--- config.mk ---
export PLATFORM = sky130hd
export DESIGN_NAME = i2s_codec_port_flat
export DESIGN_NICKNAME = d
export VERILOG_FILES = /design/src/rtl/i2s_codec_port_if.sv /design/src/rtl/i2s_codec_port.sv /design/src/flat_wrapper.sv
export SDC_FILE = /design/constraint.sdc
export NUM_CORES = 1
export LEC_CHECK = 0
export CAP_MARGIN = 25
export CORE_MARGIN = 3
export CORE_UTILIZATION = 54
export DETAILED_ROUTE_END_ITERATION = 16
export PLACE_DENSITY = 0.83
export SYNTH_ARGS = -nofsm -noshare
export SYNTH_HDL_FRONTEND = slang
export SYNTH_SLANG_ARGS = --single-unit
--- constraint.sdc ---
create_clock -name audio_clock -period 5.9 [get_ports audio_clock]
set_clock_uncertainty 0.15 [all_clocks]
set_input_delay 1.77 -clock audio_clock [delete_from_list [all_inputs] [get_ports audio_clock]]
set_output_delay 1.77 -clock audio_clock [all_outputs]
set_load 0.005 [all_outputs]
--- src/rtl/i2s_codec_port_if.sv ---
// Serial-port and sample-domain signal bundle for the I2S codec port.
// The master modport is the port itself; the slave modport is the
// codec / sample-processing side.
interface i2s_codec_port_if #(
    parameter int SAMPLE_WIDTH = 16
);
    // Sample-domain side
    logic [SAMPLE_WIDTH-1:0] input_left;
    logic [SAMPLE_WIDTH-1:0] input_right;
    logic [SAMPLE_WIDTH-1:0] output_left;
    logic [SAMPLE_WIDTH-1:0] output_right;
    logic                    sample_valid;
    logic                    sample_clock;
    // Codec serial side
    logic                    adc_data;
    logic                    bclk;
    logic                    lrck;
    logic                    dac_data;

    modport master (
        input  input_left,
        input  input_right,
        input  adc_data,
        output bclk,
        output lrck,
        output dac_data,
        output output_left,
        output output_right,
        output sample_valid,
        output sample_clock
    );

    modport slave (
        output input_left,
        output input_right,
        output adc_data,
        input  bclk,
        input  lrck,
        input  dac_data,
        input  output_left,
        input  output_right,
        input  sample_valid,
        input  sample_clock
    );
endinterface

--- src/rtl/i2s_codec_port.sv ---
// Master-mode I2S port for the WM8731: derives BCLK/LRCK from the codec
// master clock, shifts ADC words in, shifts DAC words out (one-BCLK-delayed
// I2S framing, MSB first) and supplies the frame-rate sample_clock.
module i2s_codec_port #(
    parameter int BCLK_HALF    = 3,
    parameter int SAMPLE_WIDTH = 16,
    parameter int SLOT_BITS    = 32
) (
    input  logic             audio_clock,
    input  logic             reset,
    i2s_codec_port_if.master bus
);
    localparam int FRAME_BITS   = 2 * SLOT_BITS;
    localparam int CNT_W        = $clog2(FRAME_BITS);
    localparam int DIV_W        = (BCLK_HALF > 1) ? $clog2(BCLK_HALF) : 1;
    localparam int TX_LATCH_POS = FRAME_BITS - 4;
    localparam int LEFT_DONE    = SAMPLE_WIDTH;
    localparam int RIGHT_DONE   = SLOT_BITS + SAMPLE_WIDTH;

    logic [DIV_W-1:0]        r_div_cnt;
    logic                    r_bclk;
    logic [CNT_W-1:0]        r_bit_cnt;
    logic                    r_lrck;
    logic                    r_sample_clock;
    logic                    r_dac_data;
    logic [SAMPLE_WIDTH-1:0] r_tx_left;
    logic [SAMPLE_WIDTH-1:0] r_tx_right;
    logic [SAMPLE_WIDTH-1:0] r_rx_shift;
    logic [SAMPLE_WIDTH-1:0] r_rx_left;
    logic [SAMPLE_WIDTH-1:0] r_out_left;
    logic [SAMPLE_WIDTH-1:0] r_out_right;
    logic                    r_sample_valid;

    logic                    w_tick;
    logic                    w_rise;
    logic                    w_fall;
    logic [CNT_W-1:0]        w_bit_cnt_next;
    logic [CNT_W-1:0]        w_next_pos;
    logic [CNT_W-1:0]        w_cur_pos;
    logic                    w_rx_active;
    logic [SAMPLE_WIDTH-1:0] w_tx_word;
    logic [SAMPLE_WIDTH-1:0] w_tx_shift;
    logic                    w_tx_bit;
    logic [SAMPLE_WIDTH-1:0] w_rx_word;

    // Divider terminal count splits into BCLK rise and fall events.
    assign w_tick = (r_div_cnt == DIV_W'(BCLK_HALF - 1));
    assign w_rise = w_tick & ~r_bclk;
    assign w_fall = w_tick &  r_bclk;

    // Next frame position and the DAC bit that belongs to it; slot
    // positions 1..SAMPLE_WIDTH carry the word MSB first, all others are 0.
    always_comb begin
        w_bit_cnt_next = (r_bit_cnt == CNT_W'(FRAME_BITS - 1)) ? '0 : r_bit_cnt + 1'b1;
        w_next_pos     = w_bit_cnt_next % CNT_W'(SLOT_BITS);
        w_cur_pos      = r_bit_cnt % CNT_W'(SLOT_BITS);
        w_tx_word      = (w_bit_cnt_next >= CNT_W'(SLOT_BITS)) ? r_tx_right : r_tx_left;
        w_tx_shift     = '0;
        w_tx_bit       = 1'b0;
        if (w_next_pos >= CNT_W'(1) && w_next_pos <= CNT_W'(SAMPLE_WIDTH)) begin
            w_tx_shift = w_tx_word << (w_next_pos - CNT_W'(1));
            w_tx_bit   = w_tx_shift[SAMPLE_WIDTH-1];
        end
        w_rx_active = (w_cur_pos >= CNT_W'(1)) && (w_cur_pos <= CNT_W'(SAMPLE_WIDTH));
        w_rx_word   = {r_rx_shift[SAMPLE_WIDTH-2:0], bus.adc_data};
    end

    // Clock divider, frame counter, word select, sample clock and DAC shift-out.
    always_ff @(posedge audio_clock or posedge reset) begin
        if (reset) begin
            r_div_cnt      <= '0;
            r_bclk         <= 1'b0;
            r_bit_cnt      <= CNT_W'(FRAME_BITS - 1);
            r_lrck         <= 1'b1;
            r_sample_clock <= 1'b0;
            r_dac_data     <= 1'b0;
            r_tx_left      <= '0;
            r_tx_right     <= '0;
        end else begin
            r_div_cnt <= w_tick ? '0 : r_div_cnt + 1'b1;
            if (w_tick) begin
                r_bclk <= ~r_bclk;
            end
            if (w_fall) begin
                r_bit_cnt      <= w_bit_cnt_next;
                r_lrck         <= (w_bit_cnt_next >= CNT_W'(SLOT_BITS));
                r_sample_clock <= (w_bit_cnt_next <  CNT_W'(SLOT_BITS));
                r_dac_data     <= w_tx_bit;
                // Sampled late in the frame so the processing chain, clocked
                // by sample_clock, has long since settled its outputs.
                if (w_bit_cnt_next == CNT_W'(TX_LATCH_POS)) begin
                    r_tx_left  <= bus.input_left;
                    r_tx_right <= bus.input_right;
                end
            end
        end
    end

    // ADC shift-in on BCLK rise; left/right are published together once per frame.
    always_ff @(posedge audio_clock or posedge reset) begin
        if (reset) begin
            r_rx_shift     <= '0;
            r_rx_left      <= '0;
            r_out_left     <= '0;
            r_out_right    <= '0;
            r_sample_valid <= 1'b0;
        end else begin
            r_sample_valid <= 1'b0;
            if (w_rise && w_rx_active) begin
                r_rx_shift <= w_rx_word;
                if (r_bit_cnt == CNT_W'(LEFT_DONE)) begin
                    r_rx_left <= w_rx_word;
                end
                if (r_bit_cnt == CNT_W'(RIGHT_DONE)) begin
                    r_out_left     <= r_rx_left;
                    r_out_right    <= w_rx_word;
                    r_sample_valid <= 1'b1;
                end
            end
        end
    end

    assign bus.bclk         = r_bclk;
    assign bus.lrck         = r_lrck;
    assign bus.sample_clock = r_sample_clock;
    assign bus.dac_data     = r_dac_data;
    assign bus.output_left  = r_out_left;
    assign bus.output_right = r_out_right;
    assign bus.sample_valid = r_sample_valid;
endmodule
--- src/flat_wrapper.sv ---
// flat-port wrapper written by rule: the top's interface ports become plain ports
module i2s_codec_port_flat 
#(
    parameter int BCLK_HALF    = 3,
    parameter int SAMPLE_WIDTH = 16,
    parameter int SLOT_BITS    = 32
)
  (audio_clock, reset, bus_input_left, bus_input_right, bus_adc_data, bus_bclk, bus_lrck, bus_dac_data, bus_output_left, bus_output_right, bus_sample_valid, bus_sample_clock);
  i2s_codec_port_if #(.SAMPLE_WIDTH(SAMPLE_WIDTH)) bus_i ();
  input  logic audio_clock;
  input  logic reset;
  input wire logic [$bits(bus_i.input_left)-1:0] bus_input_left;
  input wire logic [$bits(bus_i.input_right)-1:0] bus_input_right;
  input wire logic [$bits(bus_i.adc_data)-1:0] bus_adc_data;
  output wire logic [$bits(bus_i.bclk)-1:0] bus_bclk;
  output wire logic [$bits(bus_i.lrck)-1:0] bus_lrck;
  output wire logic [$bits(bus_i.dac_data)-1:0] bus_dac_data;
  output wire logic [$bits(bus_i.output_left)-1:0] bus_output_left;
  output wire logic [$bits(bus_i.output_right)-1:0] bus_output_right;
  output wire logic [$bits(bus_i.sample_valid)-1:0] bus_sample_valid;
  output wire logic [$bits(bus_i.sample_clock)-1:0] bus_sample_clock;
  assign bus_i.input_left = bus_input_left;
  assign bus_i.input_right = bus_input_right;
  assign bus_i.adc_data = bus_adc_data;
  assign bus_bclk = bus_i.bclk;
  assign bus_lrck = bus_i.lrck;
  assign bus_dac_data = bus_i.dac_data;
  assign bus_output_left = bus_i.output_left;
  assign bus_output_right = bus_i.output_right;
  assign bus_sample_valid = bus_i.sample_valid;
  assign bus_sample_clock = bus_i.sample_clock;
  i2s_codec_port #(.BCLK_HALF(BCLK_HALF), .SAMPLE_WIDTH(SAMPLE_WIDTH), .SLOT_BITS(SLOT_BITS)) u_core (.audio_clock(audio_clock), .reset(reset), .bus(bus_i));
endmodule
-- Word level (Yosys, flattened, before mapping)
Index checks and enable logic that the tools add are counted.
- logic and storage cells: 43
- bits in registers: 108
- input bits: 35
- output and inout bits: 37
- shift-type cells: 1
- equality and inequality tests: 5
- add/sub/neg operators: 3
- mux-type cells: 6
- bitwise gates (word level): 3
- $lt $le $gt $ge: 6
- reductions and logical operators: 6
- operators by type and width (cell ; count):
    $eq A6 B6 Y1 const B ; 3
    $mux W16 ; 1
    $shl A16 B6 Y16 ; 1
    $ge A5 B1 Y1 const B ; 2
    $le A5 B5 Y1 const B ; 2
    $add A6 B1 Y6 const B ; 1
    $eq A6 B5 Y1 const B ; 1
    $ge A6 B6 Y1 const B ; 1
    $lt A6 B6 Y1 const B ; 1
    $mux W6 ; 1
    $reduce_and A2 Y1 ; 3
    $sub A5 B1 Y6 const B ; 1
    $logic_and A1 B1 Y1 ; 3
    $mux W1 ; 3
    $add A2 B1 Y2 const B ; 1
    $and A1 B1 Y1 ; 2
    $eq A2 B2 Y1 const B ; 1
    $mux W2 ; 1
    $not A1 Y1 ; 1

-- Logic depth before layout (Yosys ltp)
- depth in word-level cells: 6
- mapped depth: 11
- mapped depth without buffers: 9

-- Worst setup path after synthesis
No wires, ideal clock.
- kind: register to register
- start: reg u_core.r_bit_cnt[0]
- end: reg u_core.r_dac_data, in the netlist u_core.bus.dac_data
- arrival: 2.369 ns
- library setup time: 0.122 ns
- stages on the path, launching flop included: 11
- buffers on the path: 2
- data required time: 5.628 ns
- path slack: 3.259 ns
- cells stage by stage: dfstp_2 > buf_4 > inv_1 > ha_1 > o32ai_1 > and3_1 > buf_2 > a211oi_1 > o211ai_1 > o311ai_1 > a32o_1
- cells in the longest elaborated chain, start to end: 6
- ends and longest elaborated chain (what ; RTL line ; text):
    start: declaration ; i2s_codec_port.sv:22 ; logic [CNT_W-1:0] r_bit_cnt;
    start signal: assignment ; i2s_codec_port.sv:73 ; r_bit_cnt <= CNT_W'(FRAME_BITS - 1);
    start signal: assignment ; i2s_codec_port.sv:85 ; r_bit_cnt <= w_bit_cnt_next;
    $add A6 B1 Y6 / $eq A6 B6 Y1 (equally long branches) ; i2s_codec_port.sv:54 ; w_bit_cnt_next = (r_bit_cnt == CNT_W'(FRAME_BITS - 1)) ? '0 : r_bit_cnt + 1'b1;
    $mux W6 * ; i2s_codec_port.sv:54 ;
    via u_core.w_bit_cnt_next[1] ; i2s_codec_port.sv:37 ; logic [CNT_W-1:0] w_bit_cnt_next;
    $ge A6 B6 Y1 ; i2s_codec_port.sv:57 ; w_tx_word = (w_bit_cnt_next >= CNT_W'(SLOT_BITS)) ? r_tx_right : r_tx_left;
    $mux W16 ; i2s_codec_port.sv:57 ;
    $shl A16 B6 Y16 ; i2s_codec_port.sv:61 ; w_tx_shift = w_tx_word << (w_next_pos - CNT_W'(1));
    $mux W1 * ; i2s_codec_port.sv:60 ; if (w_next_pos >= CNT_W'(1) && w_next_pos <= CNT_W'(SAMPLE_WIDTH)) begin
    end signal: assignment ; i2s_codec_port.sv:88 ; r_dac_data <= w_tx_bit;
    end: declaration ; i2s_codec_port.sv:25 ; logic r_dac_data;
Mark *: on every way through the listed nets, which the timed path passes. The rest lies on a longest branch.
A chain may end at the register's enable or synchronous reset.

-- Final worst setup path
- start: reg u_core.r_lrck, in the netlist u_core.bus.lrck
- end: out bus_lrck
- RTL lines (what ; RTL line ; text):
    start: declaration ; i2s_codec_port.sv:23 ; logic r_lrck;
    start signal: assignment ; i2s_codec_port.sv:86 ; r_lrck <= (w_bit_cnt_next >= CNT_W'(SLOT_BITS));
    end: declaration ; flat_wrapper.sv:16 ; output wire logic [$bits(bus_i.lrck)-1:0] bus_lrck;
No word-level cell between the ends.

==> results.cfg <==
[clock_tree]
cts_setup_buffers = 0
ctsHoldBuffers = 0
cts-resized-gates = 0
clockBufferDepth = 2
cts_tree = built
cts_buffers = 9
cts.clk_slew.worst_paths_ns = 0.11
cts-root-buf = clkbuf_8
clock_sinks = 108
insertion_delay_ns = 0.38
htree_num_levels = 3

[finish]
layout.nets = 531
final_common_cell = nand2_1
drive_above_1_share_pct = 20.9
fillers = 620
layout_common_cells = 107 x nand2_1, 101 x dfrtp_1, 71 x clkdlybuf4s50_1
n_antenna_cell = 0
area.growth.synth_to_final_pct = 20.6
multi_input_area_um2 = 1920
regArea_um2 = 2710

[run_status]
status = finished clean

[sta]
setup_viol = 0
fin_crit_ns = 3.32
holdWs_ns = 0.294
worst_pin_slew_ns = 1.03
slew_headroom_pct = 31.3
rsz0062_at_grt = no
fin_crit_sh_pct = 56.2
drv_slew = 0
tns_ns = 0
fmax_ghz = 0.302
hold_viol = 0

[synth]
ys_types = 52
syn_nets = 467
synth-async-reset-ratio_pct = 100
synth.area.top_cells = dfrtp_1 53%, mux2_2 16%, nand2_1 8.4%
synth.avg_cell_area_um2 = 11.1
seq_area_frac_synth_pct = 56.8
netlist_instances = 429
synth_top_area_share_pct = 53.0
ys.flop_type = dfrtp_1
syn_area_um2 = 4770
yosys_register_bits = 108
yosysTopAreaCell = dfrtp_1
synth-edff-count = 0
yosys_warnings = 0

[setup_path]
crit_fanout = 2
worst_r2r_endpoint = u_core.bus.dac_data
cpMaxStageDelayCell = dfstp_2
cp-start-kind = flop
rrSetupSlack_ns = 2.98
critPathMaxStageDelay_ns = 0.54
reg2reg_depth = 8
crit_arrival_ns = 1.40
worstReg2RegStart = u_core.r_bit_cnt[0]
path_cells = clkdlybuf4s50_1
crit_family = flip-flops
criticalPathCategory = reg -> out
cp.depth = 1
end_kind = output port
startpoint = u_core.bus.lrck
cp-endpoint = bus_lrck
crit_required_ns = 3.98
crit_buf_inv = 1

[die]
core-area_um2 = 8380
die_area_um2 = 10000
die_x_um = 100
core.rowCount = 33
die_h_um = 100
io_pins = 72
initial_utilization_pct = 56.9

[job]
maxCapViolCount = 0

[power]
cellLeakagePower_nw = 2.72
netSwitchingFraction_pct = 24.4
total_power_mw = 1.24
netSwitchingPower_mw = 0.302
ir_drop_uv = 186
power_frac_seq_pct = 60.3
pwr-share-comb_pct = 3.2
power_frac_clock_pct = 36.4
power.density_nw_per_um2 = 215
p_int_mw = 0.934

[global_route]
antenna_found_initial = 0
grtUsageTotal_pct = 20.5
grt_pass1_vias = 3290
grt_max_degree = 76
grt_pass1_wl_mm = 16.4
overflow = 0

[worst_hold_path]
hold_path.class = reg -> reg

[route]
initialDrtViolationCount = 181
dr.pass1.iters = 4
viasPerCell = 5.60
ant_nets = 0
drc = 0
post_drt_wl_per_cell_um = 16.2
wl_mm = 9.78
vias = 3375

[placed_design]
gp_congestion = 0.859
place_hpwl_mm = 6.77
numPortBuffers = 71
## cell usage after synthesis (3+ instances only)
cell type and n:
a21o_1 3, a21oi_1 12, a31oi_1 5, and3_1 3
buf_2 10, buf_4 3, clkbuf_1 7, dfrtp_1 101
dfstp_2 7, ha_1 3, inv_1 9, mux2_2 66
nand2_1 107, nand3_1 9, nor2_1 14, nor3_1 5
nor4_1 3, o21ai_0 12, xnor2_1 6
## power groups by stage
stage | logic [mW] | registers (mW) | clock network (mW)
6_report | 0.0400 | 0.746 | 0.450
5_1_grt | 0.0446 | 0.746 | 0.491
4_1_cts | 0.0414 | 0.746 | 0.460
3_5_place_dp | 0.0415 | 0.760 | 0
3_3_place_gp | 0.0405 | 0.760 | 0
2_1_floorplan | 0.0134 | 0.759 | 0
## registers in the layout (all words and copies together), names as in the netlist
signal,flops
u_core.bus.bclk,1
u_core.bus.dac_data,1
u_core.bus.lrck,1
u_core.bus.output_left,16
u_core.bus.output_right,16
u_core.bus.sample_clock,1
u_core.bus.sample_valid,1
u_core.r_bit_cnt,6
u_core.r_div_cnt,2
u_core.r_rx_left,16
u_core.r_rx_shift,15
u_core.r_tx_left,16
u_core.r_tx_right,16
## layer usage
metal | share of wire, % | vias to the layer above | global-route usage [%]
li1 | - | 1611 | -
met1 | 46 | 1671 | 29.7
met2 | 49 | 87 | 32.2
met3 | 4.8 | 6 | 4.52
met4 | 0.63 | 0 | 4.77
met5 | 0 | - | 0
## worst min-delay path by stage
stage | startpoint | to | slack (ns) | depth (start not counted)
2_1_floorplan | u_core.r_div_cnt[0] | u_core.r_div_cnt[0] | 0.26 | 1
3_3_place_gp | u_core.r_div_cnt[0] | u_core.r_div_cnt[0] | 0.27 | 1
3_5_place_dp | u_core.r_div_cnt[0] | u_core.r_div_cnt[0] | 0.29 | 1
4_1_cts | u_core.r_div_cnt[0] | u_core.r_div_cnt[0] | 0.30 | 1
5_1_grt | u_core.r_div_cnt[0] | u_core.r_div_cnt[0] | 0.33 | 1
6_report | u_core.r_div_cnt[0] | u_core.r_div_cnt[0] | 0.29 | 1
## cell families after synthesis
group / after synthesis / synth area share, %
buffers and inverters: 32 / 3.04
AND/OR/NAND/NOR: 155 / 13.9
XOR/XNOR: 7 / 1.28
flip-flops: 108 / 56.8
adder cells (fa/ha/maj): 3 / 0.787
multiplexers: 69 / 16.2
AO/OA/AOI/OAI: 55 / 7.92
## through the flow
| step | worst slack (ns) | cells | utilization [%] | instance area [um^2] |
|---|---|---|---|---|
| 5_1_grt | 2.54 | 603 | 68.7 | 5760 |
| 6_report | 2.58 | 603 | 68.7 | 5760 |
| 3_3_place_gp | 2.41 | 586 | 66.1 | 5540 |
| 2_1_floorplan | 1.15 | 429 | - | 4770 |
| 4_1_cts | 2.56 | 602 | 68.5 | 5740 |
| 3_5_place_dp | 2.35 | 586 | 66.1 | 5540 |
## cell type report
class	instances	area share (%)
inverters	9	0.630
flip-flops and latches	108	47.1
clock buffers	9	2.15
clock inverters	7	1.39
well taps	105	2.28
repair buffers	76	13.1
multi-input cells	289	33.4
No activity file was read; power rests on OpenSTA's default activity.
